[src/rtl/wb_trace_serializer.sv]
// wb_trace_serializer: dual-issue writeback regfile steering plus in-order commit trace FIFO
// Optional feature macro: WB_TRACE_EN (defined -> trace FIFO, stall_req, ovf; undefined -> trace outputs tied 0)
// Ports:
//   clk, rst                       clock, synchronous active-high reset
//   m_* / s_*                      master / slave writeback slot (valid, wen, waddr, wdata, pc)
//   rf_we1/rf_waddr1/rf_wdata1     regfile port 1 (master), slave wins same-register writes
//   rf_we2/rf_waddr2/rf_wdata2     regfile port 2 (slave)
//   trace_valid/trace_ready        head-entry handshake
//   trace_pc/wen/wnum/wdata        head trace entry
//   stall_req                      fewer than two free FIFO slots
//   ovf                            sticky overflow (entry dropped)
//   commit_cnt                     count of committed instructions
module wb_trace_serializer #(
    parameter int DEPTH = 8
) (
    input  logic        clk,
    input  logic        rst,
    input  logic        m_valid,
    input  logic        m_wen,
    input  logic [4:0]  m_waddr,
    input  logic [31:0] m_wdata,
    input  logic [31:0] m_pc,
    input  logic        s_valid,
    input  logic        s_wen,
    input  logic [4:0]  s_waddr,
    input  logic [31:0] s_wdata,
    input  logic [31:0] s_pc,
    output logic        rf_we1,
    output logic [4:0]  rf_waddr1,
    output logic [31:0] rf_wdata1,
    output logic        rf_we2,
    output logic [4:0]  rf_waddr2,
    output logic [31:0] rf_wdata2,
    output logic        trace_valid,
    input  logic        trace_ready,
    output logic [31:0] trace_pc,
    output logic [3:0]  trace_wen,
    output logic [4:0]  trace_wnum,
    output logic [31:0] trace_wdata,
    output logic        stall_req,
    output logic        ovf,
    output logic [31:0] commit_cnt
);
    // slave is younger in program order, so it alone writes a shared destination
    assign rf_we2    = s_valid & s_wen & (s_waddr != '0);
    assign rf_we1    = m_valid & m_wen & (m_waddr != '0) & ~(rf_we2 & (m_waddr == s_waddr));
    assign rf_waddr1 = m_waddr;
    assign rf_wdata1 = m_wdata;
    assign rf_waddr2 = s_waddr;
    assign rf_wdata2 = s_wdata;
`ifdef WB_TRACE_EN
    localparam int AW = $clog2(DEPTH);
    typedef struct packed {
        logic [31:0] pc;
        logic [3:0]  wen;
        logic [4:0]  wnum;
        logic [31:0] wdata;
    } entry_t;
    entry_t        mem [DEPTH];
    entry_t        ent_m, ent_s, head;
    logic [AW-1:0] rd_ptr, wr_ptr;
    logic [AW:0]   count, free;
    logic          enq_m, enq_s, deq;
    logic [1:0]    enq_n;
    // free space ignores the same-cycle dequeue so enqueue never depends on trace_ready
    always_comb begin
        free  = (AW+1)'(DEPTH) - count;
        enq_m = m_valid && (free != '0);
        enq_s = s_valid && (free > (AW+1)'(enq_m));
        enq_n = {1'b0, enq_m} + {1'b0, enq_s};
        deq   = (count != '0) && trace_ready;
        ent_m = '{m_pc, {4{m_wen && (m_waddr != '0)}}, m_waddr, m_wdata};
        ent_s = '{s_pc, {4{s_wen && (s_waddr != '0)}}, s_waddr, s_wdata};
        head  = mem[rd_ptr];
    end
    always_ff @(posedge clk) begin
        if (enq_m) mem[wr_ptr] <= ent_m;
        if (enq_s) mem[enq_m ? wr_ptr + AW'(1) : wr_ptr] <= ent_s;
    end
    always_ff @(posedge clk) begin
        if (rst) begin
            rd_ptr     <= '0;
            wr_ptr     <= '0;
            count      <= '0;
            ovf        <= 1'b0;
            commit_cnt <= '0;
        end else begin
            wr_ptr     <= wr_ptr + AW'(enq_n);
            rd_ptr     <= rd_ptr + AW'(deq);
            count      <= count + (AW+1)'(enq_n) - (AW+1)'(deq);
            ovf        <= ovf | (m_valid & ~enq_m) | (s_valid & ~enq_s);
            commit_cnt <= commit_cnt + 32'(enq_n);
        end
    end
    // storage is not reset, so the head is masked while empty
    assign trace_valid = count != '0;
    assign {trace_pc, trace_wen, trace_wnum, trace_wdata} = trace_valid ? head : '0;
    assign stall_req   = free < (AW+1)'(2);
`else
    logic unused_ok;
    assign unused_ok   = ^{trace_ready, m_pc, s_pc, DEPTH[0]};
    assign trace_valid = 1'b0;
    assign trace_pc    = '0;
    assign trace_wen   = '0;
    assign trace_wnum  = '0;
    assign trace_wdata = '0;
    assign stall_req   = 1'b0;
    assign ovf         = 1'b0;
    always_ff @(posedge clk) begin
        if (rst) commit_cnt <= '0;
        else commit_cnt <= commit_cnt + 32'(m_valid) + 32'(s_valid);
    end
`endif
endmodule

[config.mk]
export PLATFORM = sky130hd
export DESIGN_NAME = wb_trace_serializer
export DESIGN_NICKNAME = d
export VERILOG_FILES = /design/src/rtl/wb_trace_serializer.sv
export SDC_FILE = /design/constraint.sdc
export NUM_CORES = 1
export LEC_CHECK = 0
export BUFFER_PORTS_ARGS = -buffer_cell sky130_fd_sc_hd__buf_2
export CAP_MARGIN = 20
export CORE_AREA = 5 5 125 127
export CTS_CLUSTER_DIAMETER = 120
export CTS_CLUSTER_SIZE = 8
export DETAILED_ROUTE_END_ITERATION = 7
export DIE_AREA = 0 0 130 132
export GPL_ROUTABILITY_DRIVEN = 1
export MAX_ROUTING_LAYER = met4
export SYNTH_ARGS = -nofsm -noshare
export SYNTH_HDL_FRONTEND = slang
export SYNTH_SLANG_ARGS = --single-unit
[constraint.sdc]
create_clock -name clk -period 2 [get_ports clk]
set_input_delay 0.2 -clock clk [delete_from_list [all_inputs] [get_ports clk]]
set_output_delay 0.2 -clock clk [all_outputs]
set_load 0.02 [all_outputs]
**Yosys cells after proc, flatten, opt, wreduce, memory -nomap -nowiden**

Cells that the tools add are included.

- $add $sub $neg: 2
- Multipliers: 0
- Divide/modulo/power cells: 0
- Magnitude comparators: 0
- Equal/unequal tests: 1
- Shifts and indexed selects: 0
- Muxes and demuxes: 0
- Bitwise operators: 7
- Reduce and logical (&&, ||, !) cells: 2

Operators with widths:

| cell | count |
|---|---|
| $add A32 B1 Y32 | 2 |
| $reduce_bool A5 Y1 | 2 |
| $and A1 B1 Y1 | 6 |
| $eq A5 B5 Y1 | 1 |
| $not A1 Y1 | 1 |

- Register bits: 32
- Bits in latches: 0
- Memory bits (writable): 0
- Bits in read-only memories: 0
- Bits of input ports: 145
- Word-level logic and storage cells: 13
- Memories kept: 0

**Depth between registers and ports, before layout**

Gate-level depths: netlist of run 1.

- Depth in word-level cells: 5
- Depth in mapped cells: 9
- Depth with buffers taken out: 8

**Worst setup path after synthesis of run 1**

OpenSTA, ideal clock, no wires.

- Kind: flip-flop to flip-flop
- Start: register commit_cnt[0]
- End: register commit_cnt[18]
- Setup time: 0.070 ns
- Arrival: 2.174 ns
- Data required time: 1.930 ns
- Path slack: -0.245 ns
- Cell stages (with the launch flop): 10
- Clock period less this slack: 2.245 ns
- Cell sequence: dfxtp_1 -> inv_1 -> fa_1 -> inv_1 -> ha_1 -> and4_1 -> buf_2 -> nand2_1 -> or4_1 -> a21oi_1

- Word-level cells in the longest chain between the ends: 2

Ends and longest elaborated chain:

| element | line | text |
|---|---|---|
| from (decl) | 42 | `output logic [31:0] commit_cnt` |
| from (signal assigned) | 111 | `else commit_cnt <= commit_cnt + 32'(m_valid) + 32'(s_valid);` |
| $add A32 B1 Y32 (2 in series) | 111 |  |

Every way passes these cells.
A chain may end at the register's enable or synchronous reset.

**Worst setup path in the final report of run 1**

- Start: register commit_cnt[0]
- End: register commit_cnt[30]

Same word-level chain as after synthesis.

==> results.md, run 1 <==
* Placed insts at 516
* PnR worst setup slack at -0.0006180 ns
* Setup crit end: commit_cnt[30]
* DRC Markers at 0
* Initial antenna violation count at 1
* Failing checks: setup timing
* Die Height at 132 um
* Average wire per standard cell at 11.68 um
* Register-to-register setup slack at -0.0006 ns
* Post-Route Skew at 0.01019 ns
* P per Cell Area at 602.3 nW/um^2
* Largest regs: commit_cnt (32)
* Root Driver: clkbuf_16
* Critical path's most frequent cell: inv_2
* Largest register FFs at 32
* CP endpoint kind: flop
* Final setup vio count at 1
* Crit path launch type: flop
* Die Area at 17160 um^2
* Period utilization at 1.000
* Final slew viol count at 0
* Layout area overhead at 2.580%
* H-tree depth at 2
* FILL cells at 1639
* Final hold vios at 0
* Die width at 130 um
* Worst reg2reg path startpoint: commit_cnt[0]
* Top post-synthesis cells by area: buf_4 41%, dfxtp_1 23%, xor2_1 4.4%, or4_1 4.3%, o31ai_1 4.1%
* CTS buffer count at 5
* First-pass GRT wire length at 9.466 mm
* Cells along the critical path: inv_2, fa_2, inv_2, ha_4, and4_4, buf_6, nand3_4, buf_4, o31ai_1, a21oi_2
* Synth Cell Area at 2764 um^2
* Rows at 44
* Worst-skew pair later-pin latency at 0.27 ns
* Crit path DAT at 2.15 ns
* Fin cells at 531
* Initial core utilization at 0.1931
* # IOs at 329
* RSZ-0062 raised after global routing: true
* R2r worst-path depth at 10
* DRT Wirelength at 6.202 mm
* Worst-path clk slew at 0.06 ns
* Met2 GRT Util at 0.1092
* Area of the multi-input gates at 1291 um^2
* FF+latch area at 644.4 um^2
* Final ANT Viol Nets at 0
* Number of global-route vias before repair at 1831
* TritonCTS clock tree: done
* Crit path required time at 2.15 ns
* Largest net degree at the start of global routing at 18
* Leakage at 1.256 nW
* Maximum clock frequency at 0.4998 GHz
* Hold_buf cts at 0
* Synth top area share at 0.4074
* Final nets at 492
* Crit path kind: reg2reg
* Met3 usage at 0.02634
* Met1 Use GR at 0.07474
* Most common cell after layout, fill and taps aside: conb_1
* # Max-Cap Violations at 0
* Port bufs at 59
* Post-synthesis register bit count at 32
* GRT busiest layer: met2
* Largest Register: commit_cnt
* Worst vdd ir at 0.2263 mV
* Distinct cells, synth at 32
* Grt ovf at 0
* Outcome: finished with violations
* Hold WS at 0.3095 ns
* Via count at 1964
* Hold WC Path Type: in2reg
* Largest stage delay, worst path at 0.35 ns
* Tmin final at 2.001 ns
* Synthesized netlist cell count at 338
* Clock sink count at 32
* GPL Wtd Cong at 0.7219
* Layout Cell Area excl Fill at 2835 um^2
* Pre-CTS WS at -0.1166 ns
* Post-synth top area cell: buf_4
* Pre-antenna DRT Iters at 4
* Synth warnings at 0
* Layout cells sized above 1 at 0.3324
* CTS Buffer Depth at 2
* Avg Inst Size Synth at 8.177 um^2
* Slowest-stage cell, CP: dfxtp_4
* RR Endpoint: commit_cnt[30]
* GRT Total Usage at 0.07060
* Post-DP HPWL at 5.007 mm
* DR iter-0 viols at 66
* Commonest non-fill, non-tap cells in the layout: 76 x conb_1, 59 x buf_2, 31 x dfxtp_1
* Seq/Total Area, Yosys at 0.2318
* Worst-path fanout max at 8
* Core ar. at 14310 um^2
* Post-DP Area at 2557 um^2
* Crit path from: commit_cnt[0]
* Drt via density at 3.699
cell families after synthesis:
logic type                 Yosys count  synth area share
buffers and inverters              166            0.4382
muxes                                1          0.004074
DFF                                 32            0.2318
and+or+nand+nor                     81            0.1747
xor gates and xnor gates            16           0.05070
AOI/OAI and AO/OA                   39           0.08737
adders and majority gates            2           0.01177
other                                1          0.001357
timing repair:
| item | CTS | global route |
|---|---|---|
| hold endpoints to repair | 0 | 0 |
| resized for setup | 7 | 12 |
| setup endpoints to repair | 8 | 15 |
| pin swaps | 2 | 5 |
| gates cloned | 0 | 0 |
| setup buffers | 1 | 5 |
critical path, delay by kind of cell (launching register included):
kind                     cells  cell delay, ns
buffers and inverters        4            0.38
adder cells (fa/ha/maj)      2            0.47
AO/OA/AOI/OAI                2            0.35
flip-flops                   1            0.35
AND/OR/NAND/NOR              2            0.33
stage by stage:
step | setup TNS [ns] | util | power [mW]
4_1_cts | -0.1731 | 0.1918 | 1.733
3_3_place_gp | -0.5940 | 0.1787 | 0.9388
2_1_floorplan | -0.03951 | - | 1.183
6_report | -0.0006180 | 0.1981 | 1.708
5_1_grt | -0.7173 | 0.1981 | 1.802
3_5_place_dp | -0.6689 | 0.1787 | 0.9403
worst min-delay path by stage:
stage	start	to	slack [ns]	depth (start not counted)
after global routing	rst	commit_cnt[10]	0.32	2
final	rst	commit_cnt[12]	0.31	2
after floorplan	rst	commit_cnt[1]	0.27	1
after CTS	rst	commit_cnt[12]	0.30	2
after detailed placement	m_wdata[0]	rf_wdata1[0]	0.40	0
after global placement	m_wdata[0]	rf_wdata1[0]	0.40	0
power by group:
| part | internal (mW) | switching (mW) |
|---|---|---|
| clock network | 0.495 | 0.273 |
| logic | 0.0654 | 0.218 |
| registers | 0.648 | 0.00791 |
| total | 1.21 | 0.499 |
cells in the mapped netlist:
cell / number
buf_4: 150
dfxtp_1: 32
a21oi_1: 18
or4_1: 16
o31ai_1: 15
nor2_1: 14
xor2_1: 14
nand2_1: 12
nand3_1: 10
inv_1: 7
nand4_1: 7
and3_1: 5
and4_1: 4
clkbuf_1: 4
or3_1: 4
buf_6: 3
o21ai_0: 3
and2_1: 2
buf_2: 2
nand4_2: 2
nor2b_1: 2
xnor2_1: 2
a31oi_1: 1
and2b_1: 1
conb_1: 1
fa_1: 1
ha_1: 1
mux2_2: 1
nand3_4: 1
nor3_1: 1
o211ai_1: 1
o311a_1: 1
routing by layer:
layer  up-vias  part of all wire
li1        935                 -
met1       887              0.37
met2        98              0.45
met3        44              0.12
met4         0             0.061
met5         -                 0
final cells by class:
type	count	area share
Multi-Input combinational cell	215	0.4554
Sequential cell	32	0.2273
Timing Repair Buffer	84	0.1730
Tap cell	184	0.08120
Clock buffer	7	0.05031
Inverter	7	0.009267
Clock inverter	1	0.002648
Antenna cell	1	0.0008826
(Power assumes the default switching activity.)
==> run 2, diff against run 1 <==
--- a/config.mk
+++ b/config.mk
@@ -17,3 +17,4 @@
 export SYNTH_ARGS = -nofsm -noshare
 export SYNTH_HDL_FRONTEND = slang
 export SYNTH_SLANG_ARGS = --single-unit
+export TNS_END_PERCENT = 50
==> run 2 against run 1 <==
  * The flow now finishes without violations
  * First-iteration DRC count shrank 9.1%
  * Cell count is 1.1% lower
  * Count of clock-buffer cells in the layout did not move
  * Total power about the same
  * Critical path type unchanged
  * Die area unchanged
  * Critical endpoint is now commit_cnt[18]
  * Utilization down 0.50 points
  * Highest routed layer unchanged
  * Register-to-register slack better by 0.06 ns
  * Critical path depth down 2
  * Via count is 0.87% lower
==> results.md, run 2 (same netlist as run 1, synthesis figures left out) <==
* CTS Buffer Depth at 2
* Clock power share at 0.449
* DR iter-0 viols at 60
* P per Cell Area at 617.3 nW/um^2
* Clock sink count at 32
* Final nets at 487
* Outcome: finished, final reports clean
* Fin cells at 525
* Pre-CTS WS at -0.1274 ns
* Rows at 44
* Worst-skew pair later-pin latency at 0.27 ns
* Via count at 1947
* Largest Register: commit_cnt
* Net Switching at 498.2 uW
* Worst-path fanout max at 6
* Maximum clock frequency at 0.5145 GHz
* Hold WC Path Type: in2reg
* Crit path launch type: flop
* Port bufs at 59
* Largest net degree at the start of global routing at 25
* Root Driver: clkbuf_16
* # IOs at 329
* Die width at 130 um
* Flop pwr share at 0.385
* Post-Route Skew at 0.007155 ns
* Leakage at 1.243 nW
* Net Sw Frac at 0.2920
* Layout area overhead at -0.00003618%
* Die Height at 132 um
* Worst vdd ir at 0.2182 mV
* Number of global-route vias before repair at 1748
* CTS buffer count at 5
* Largest regs: commit_cnt (32)
* RSZ-0062 raised after global routing: true
* Initial core utilization at 0.1931
* Pre-antenna DRT Iters at 4
* Worst-path clk slew at 0.05 ns
* DRC Markers at 0
* Diode count at 0
* Period utilization at 0.9719
* Final hold vios at 0
* Initial antenna violation count at 0
* Largest register FFs at 32
* GRT Total Usage at 0.07001
* Placed insts at 516
* P_int at 1.208 mW
* Most common cell after layout, fill and taps aside: conb_1
* H-tree depth at 2
* Total power at 1.706 mW
* PnR worst setup slack at 0.05629 ns
* Grt ovf at 0
* DRT Wirelength at 6.303 mm
* CP endpoint kind: flop
* Die Area at 17160 um^2
* Post-DP HPWL at 5.025 mm
* Crit path DAT at 2.16 ns
* Final ANT Viol Nets at 0
* # Max-Cap Violations at 0
* Core ar. at 14310 um^2
* GPL Wtd Cong at 0.7349
* Tmin final at 1.944 ns
* Final slew viol count at 0
* Commonest non-fill, non-tap cells in the layout: 76 x conb_1, 59 x buf_2, 31 x dfxtp_1
* Final setup vio count at 0
* Comb pwr share at 0.166
* Crit path kind: reg2reg
* Crit path required time at 2.21 ns
* TritonCTS clock tree: done
* Layout cells sized above 1 at 0.3109
* Hold_buf cts at 0
* First-pass GRT wire length at 9.308 mm
* Average wire per standard cell at 12.01 um
* Drt via density at 3.709
## run 2: cell types whose count changed in the layout (fill, tap and decap cells not counted)
cell     before  now
a21oi_2       5    3
diode_2       1    0
buf_4        23   20
buf_6         2    0
a21oi_1      13   15
nand2_4       0    1
or4_4         6    4
or4_1        10   12
nand2_8       1    0
## run 2: final cells by class
class / count / area, um^2
fill: 1626 / 11550
sequential: 32 / 644.4
timing repair buffer: 79 / 445.4
clock buffer: 7 / 142.6
tap: 184 / 230.2
inverter: 7 / 26.28
multi-input combinational: 215 / 1267
clock inverter: 1 / 7.507
## run 2: stage by stage
step           utilization  area, um^2   TNS [ns]  hold WS (ns)
2_1_floorplan            -        3080   -0.04255        0.2716
3_3_place_gp        0.1787        2557    -0.7030        0.4001
3_5_place_dp        0.1787        2557    -0.7784        0.4001
4_1_cts             0.1900        2720  -0.002144        0.2198
5_1_grt             0.1931        2764    -0.1318        0.2397
6_report            0.1931        2764          0        0.2108
## run 2: routing by layer
metal  vias up  routed length, um  global-route usage
met5         -                  0                   -
met4         0                374             0.04908
met3        44                688             0.02431
met2       108               2851              0.1069
met1       869               2388             0.07500
li1        926                  -                   -
## run 2: path summary, 6_finish.rpt
check                       from        endpoint  slack (ns)  cells past startpoint
setup / recovery   commit_cnt[0]  commit_cnt[18]        0.06                      8
hold / removal               rst  commit_cnt[18]        0.21                      2
setup reg to reg   commit_cnt[0]  commit_cnt[18]        0.06                      8
hold reg to reg   commit_cnt[31]  commit_cnt[31]        0.49                      2
## run 2: power groups by stage
stage	Combinational (mW)	Clock, mW	Sequential, mW
floorplan	0.503	0	0.681
global placement	0.274	0	0.667
detailed placement	0.274	0	0.668
CTS	0.277	0.792	0.654
global route	0.308	0.814	0.658
finish	0.284	0.765	0.657
## run 2: what timing repair did
action / 4_1_cts / 5_1_grt
endpoints found under the setup margin: 8 / 12
pin swaps: 1 / 6
hold endpoints to repair: 0 / 0
gates resized for setup: 4 / 9
buffers inserted: 0 / 1
## run 2: worst max-delay path, stage by stage, from the launching register on
cell	delay, ns
dfxtp_4	0.35
inv_2	0.03
fa_2	0.36
inv_2	0.08
ha_4	0.12
and4_4	0.24
nand2_4	0.08
or4_4	0.48
a21oi_2	0.13
==> run 3, diff against run 2 <==
--- a/config.mk
+++ b/config.mk
@@ -7,13 +7,15 @@
 export LEC_CHECK = 0
 export BUFFER_PORTS_ARGS = -buffer_cell sky130_fd_sc_hd__buf_2
 export CAP_MARGIN = 20
-export CORE_AREA = 5 5 125 127
+export CORE_ASPECT_RATIO = 0.5
+export CORE_MARGIN = 5
+export CORE_UTILIZATION = 25
 export CTS_CLUSTER_DIAMETER = 120
 export CTS_CLUSTER_SIZE = 8
 export DETAILED_ROUTE_END_ITERATION = 7
-export DIE_AREA = 0 0 130 132
 export GPL_ROUTABILITY_DRIVEN = 1
 export MAX_ROUTING_LAYER = met4
+export PLACE_DENSITY = 0.66
 export SYNTH_ARGS = -nofsm -noshare
 export SYNTH_HDL_FRONTEND = slang
 export SYNTH_SLANG_ARGS = --single-unit
==> constraint.sdc (replaced) <==
create_clock -name clk -period 1.75 [get_ports clk]
set_input_delay 0.175 -clock clk [delete_from_list [all_inputs] [get_ports clk]]
set_output_delay 0.175 -clock clk [all_outputs]
set_load 0.02 [all_outputs]
==> run 3 against run 2 <==
  * The flow now finishes with violations (setup timing)
  * Maximum frequency increased by 0.89%
  * Largest power group unchanged
  * Setup slack got worse by 0.23 ns
  * Critical path depth increased by 1
  * Total power increased by 25%
  * Sequential power increased by 14%
  * Count of clock-buffer cells in the layout unchanged
  * Global-route usage increased by 0.98 points
  * Via count increased by 5.9%
  * Die area decreased by 22%
  * Routed wire length decreased by 9.3%
==> results.md, run 3 (same netlist as run 1, synthesis figures left out) <==
* Die width at 158.7 um
* Die Height at 84.35 um
* Maximum clock frequency at 0.5191 GHz
* Cells along the critical path: inv_2, fa_2, inv_2, ha_4, and4_1, buf_6, nand2_4, or4_4, a21oi_1
* CP endpoint kind: flop
* Post-Route Skew at 0.005433 ns
* Final setup vio count at 23
* Hold WC Path Type: in2reg
* Largest net degree at the start of global routing at 19
* FF+latch area at 644.4 um^2
* TritonCTS clock tree: done
* Final ANT Viol Nets at 0
* Clock power share at 0.499
* FILL cells at 1177
* Crit path required time at 1.96 ns
* Final core utilization at 0.2718
* Worst-path clk slew at 0.05 ns
* Post-DP HPWL at 4.466 mm
* Net Sw Frac at 0.2683
* Worst-path fanout max at 5
* Slowest-stage cell, CP: or4_4
* RSZ-0062 raised after global routing: true
* DRC Markers at 0
* Worst vdd ir at 0.4321 mV
* Layout area overhead at 7.288%
* Largest Register: commit_cnt
* Commonest non-fill, non-tap cells in the layout: 76 x conb_1, 59 x buf_2, 42 x buf_4
* Most common cell after layout, fill and taps aside: conb_1
* Via count at 2061
* Family with the most delay on the worst path: simple AND/OR/NAND/NOR gates
* Clock sink count at 32
* Final hold vios at 0
* Leakage at 1.383 nW
* Drt via density at 4.033
* Crit path kind: reg2reg
* Rows at 27
* # IOs at 329
* CTS Buffer Depth at 2
* Largest regs: commit_cnt (32)
* P_int at 1.563 mW
* Diode count at 0
* Buffer and inverter count on the worst path at 3
* Failing checks: setup timing
* PnR worst setup slack at -0.1765 ns
* Average wire per standard cell at 11.19 um
* Port bufs at 59
* GRT Total Usage at 0.07976
* Crit path DAT at 2.13 ns
* Grt ovf at 0
* Pre-antenna DRT Iters at 4
* Outcome: finished with violations
* Hold_buf cts at 0
* Initial core utilization at 0.2533
* First-pass GRT wire length at 8.914 mm
* Worst-skew pair later-pin latency at 0.28 ns
* Critical path's most frequent cell: inv_2
* P per Cell Area at 720.3 nW/um^2
* Number of global-route vias before repair at 1884
* DRT Wirelength at 5.719 mm
* Root Driver: clkbuf_16
* Final slew viol count at 0
* Die Area at 13390 um^2
* Period utilization at 1.101
* GPL Wtd Cong at 0.7837
* H-tree depth at 2
* Final nets at 512
* Comb pwr share at 0.150
* Largest stage delay, worst path at 0.47 ns
* Tmin final at 1.927 ns
* Area of the multi-input gates at 1297 um^2
* Largest register FFs at 32
* Net Switching at 573.1 uW
* Layout cells sized above 1 at 0.3716
* Total power at 2.136 mW
* DR iter-0 viols at 125
* Core ar. at 10910 um^2
* # Max-Cap Violations at 0
* Crit path launch type: flop
* CTS buffer count at 5
* Flop pwr share at 0.352
* Initial antenna violation count at 0
run 3: changes by cell type in the layout (fill, tap and decap cells not counted), moves of 2 or more:
cell	previous run	this run
buf_6	0	2
buf_4	20	42
a21oi_2	3	5
a21oi_1	15	13
run 3: routing by layer:
layer | GRT usage | vias to the layer above | routed length [um]
li1 | - | 975 | -
met1 | 0.07814 | 978 | 2050
met2 | 0.1453 | 80 | 3117
met3 | 0.01520 | 28 | 350
met4 | 0.05308 | 0 | 199
met5 | - | - | 0
run 3: power groups by stage:
stage	registers [mW]	clock network, mW	logic, mW
after floorplan	0.778	0	0.575
after global placement	0.763	0	0.303
after detailed placement	0.764	0	0.306
after CTS	0.751	1.09	0.312
after global routing	0.752	1.12	0.345
final	0.751	1.07	0.319
run 3: metrics by stage:
step | instances | instance area, um^2 | worst slack, ns | hold slack [ns] | TNS (ns)
after detailed placement | 497 | 2660 | -0.2555 | 0.3501 | -2.612
after global routing | 511 | 2965 | -0.2475 | 0.3000 | -4.125
after CTS | 507 | 2877 | -0.2018 | 0.2663 | -2.329
after floorplan | 413 | 3082 | -0.2630 | 0.2466 | -2.086
after global placement | 497 | 2660 | -0.2227 | 0.3501 | -2.064
final | 511 | 2965 | -0.1765 | 0.2719 | -2.245
run 3: final cells by class:
| type | instances | share of cell area |
|---|---|---|
| Multi-Input combinational cell | 216 | 0.4376 |
| Sequential cell | 32 | 0.2173 |
| Timing Repair Buffer | 103 | 0.2135 |
| Tap cell | 145 | 0.06118 |
| Clock buffer | 7 | 0.05148 |
| Clock inverter | 1 | 0.01013 |
| Inverter | 7 | 0.008861 |
run 3: timing repair:
item                       in CTS  in global routing
cloned                          0                  1
gates resized for setup         4                 14
buffers inserted                2                  3
setup endpoints to repair      23                 25
pin swaps                       8                  9
run 3: worst register-to-register path, cell delays in order, from the launching register on:
cell and delay, ns:
dfxtp_4 0.34, inv_2 0.03, fa_2 0.34, inv_2 0.07, ha_4 0.11, and4_1 0.17, buf_6 0.12, nand2_4 0.06
or4_4 0.47, a21oi_1 0.12
run 3: final timing paths:
| path | from | to | slack, ns | cells after the start |
|---|---|---|---|---|
| max | commit_cnt[0] | commit_cnt[20] | -0.18 | 9 |
| min | rst | commit_cnt[0] | 0.27 | 2 |
| max reg2reg | commit_cnt[0] | commit_cnt[20] | -0.18 | 9 |
| min reg2reg | commit_cnt[31] | commit_cnt[31] | 0.50 | 2 |
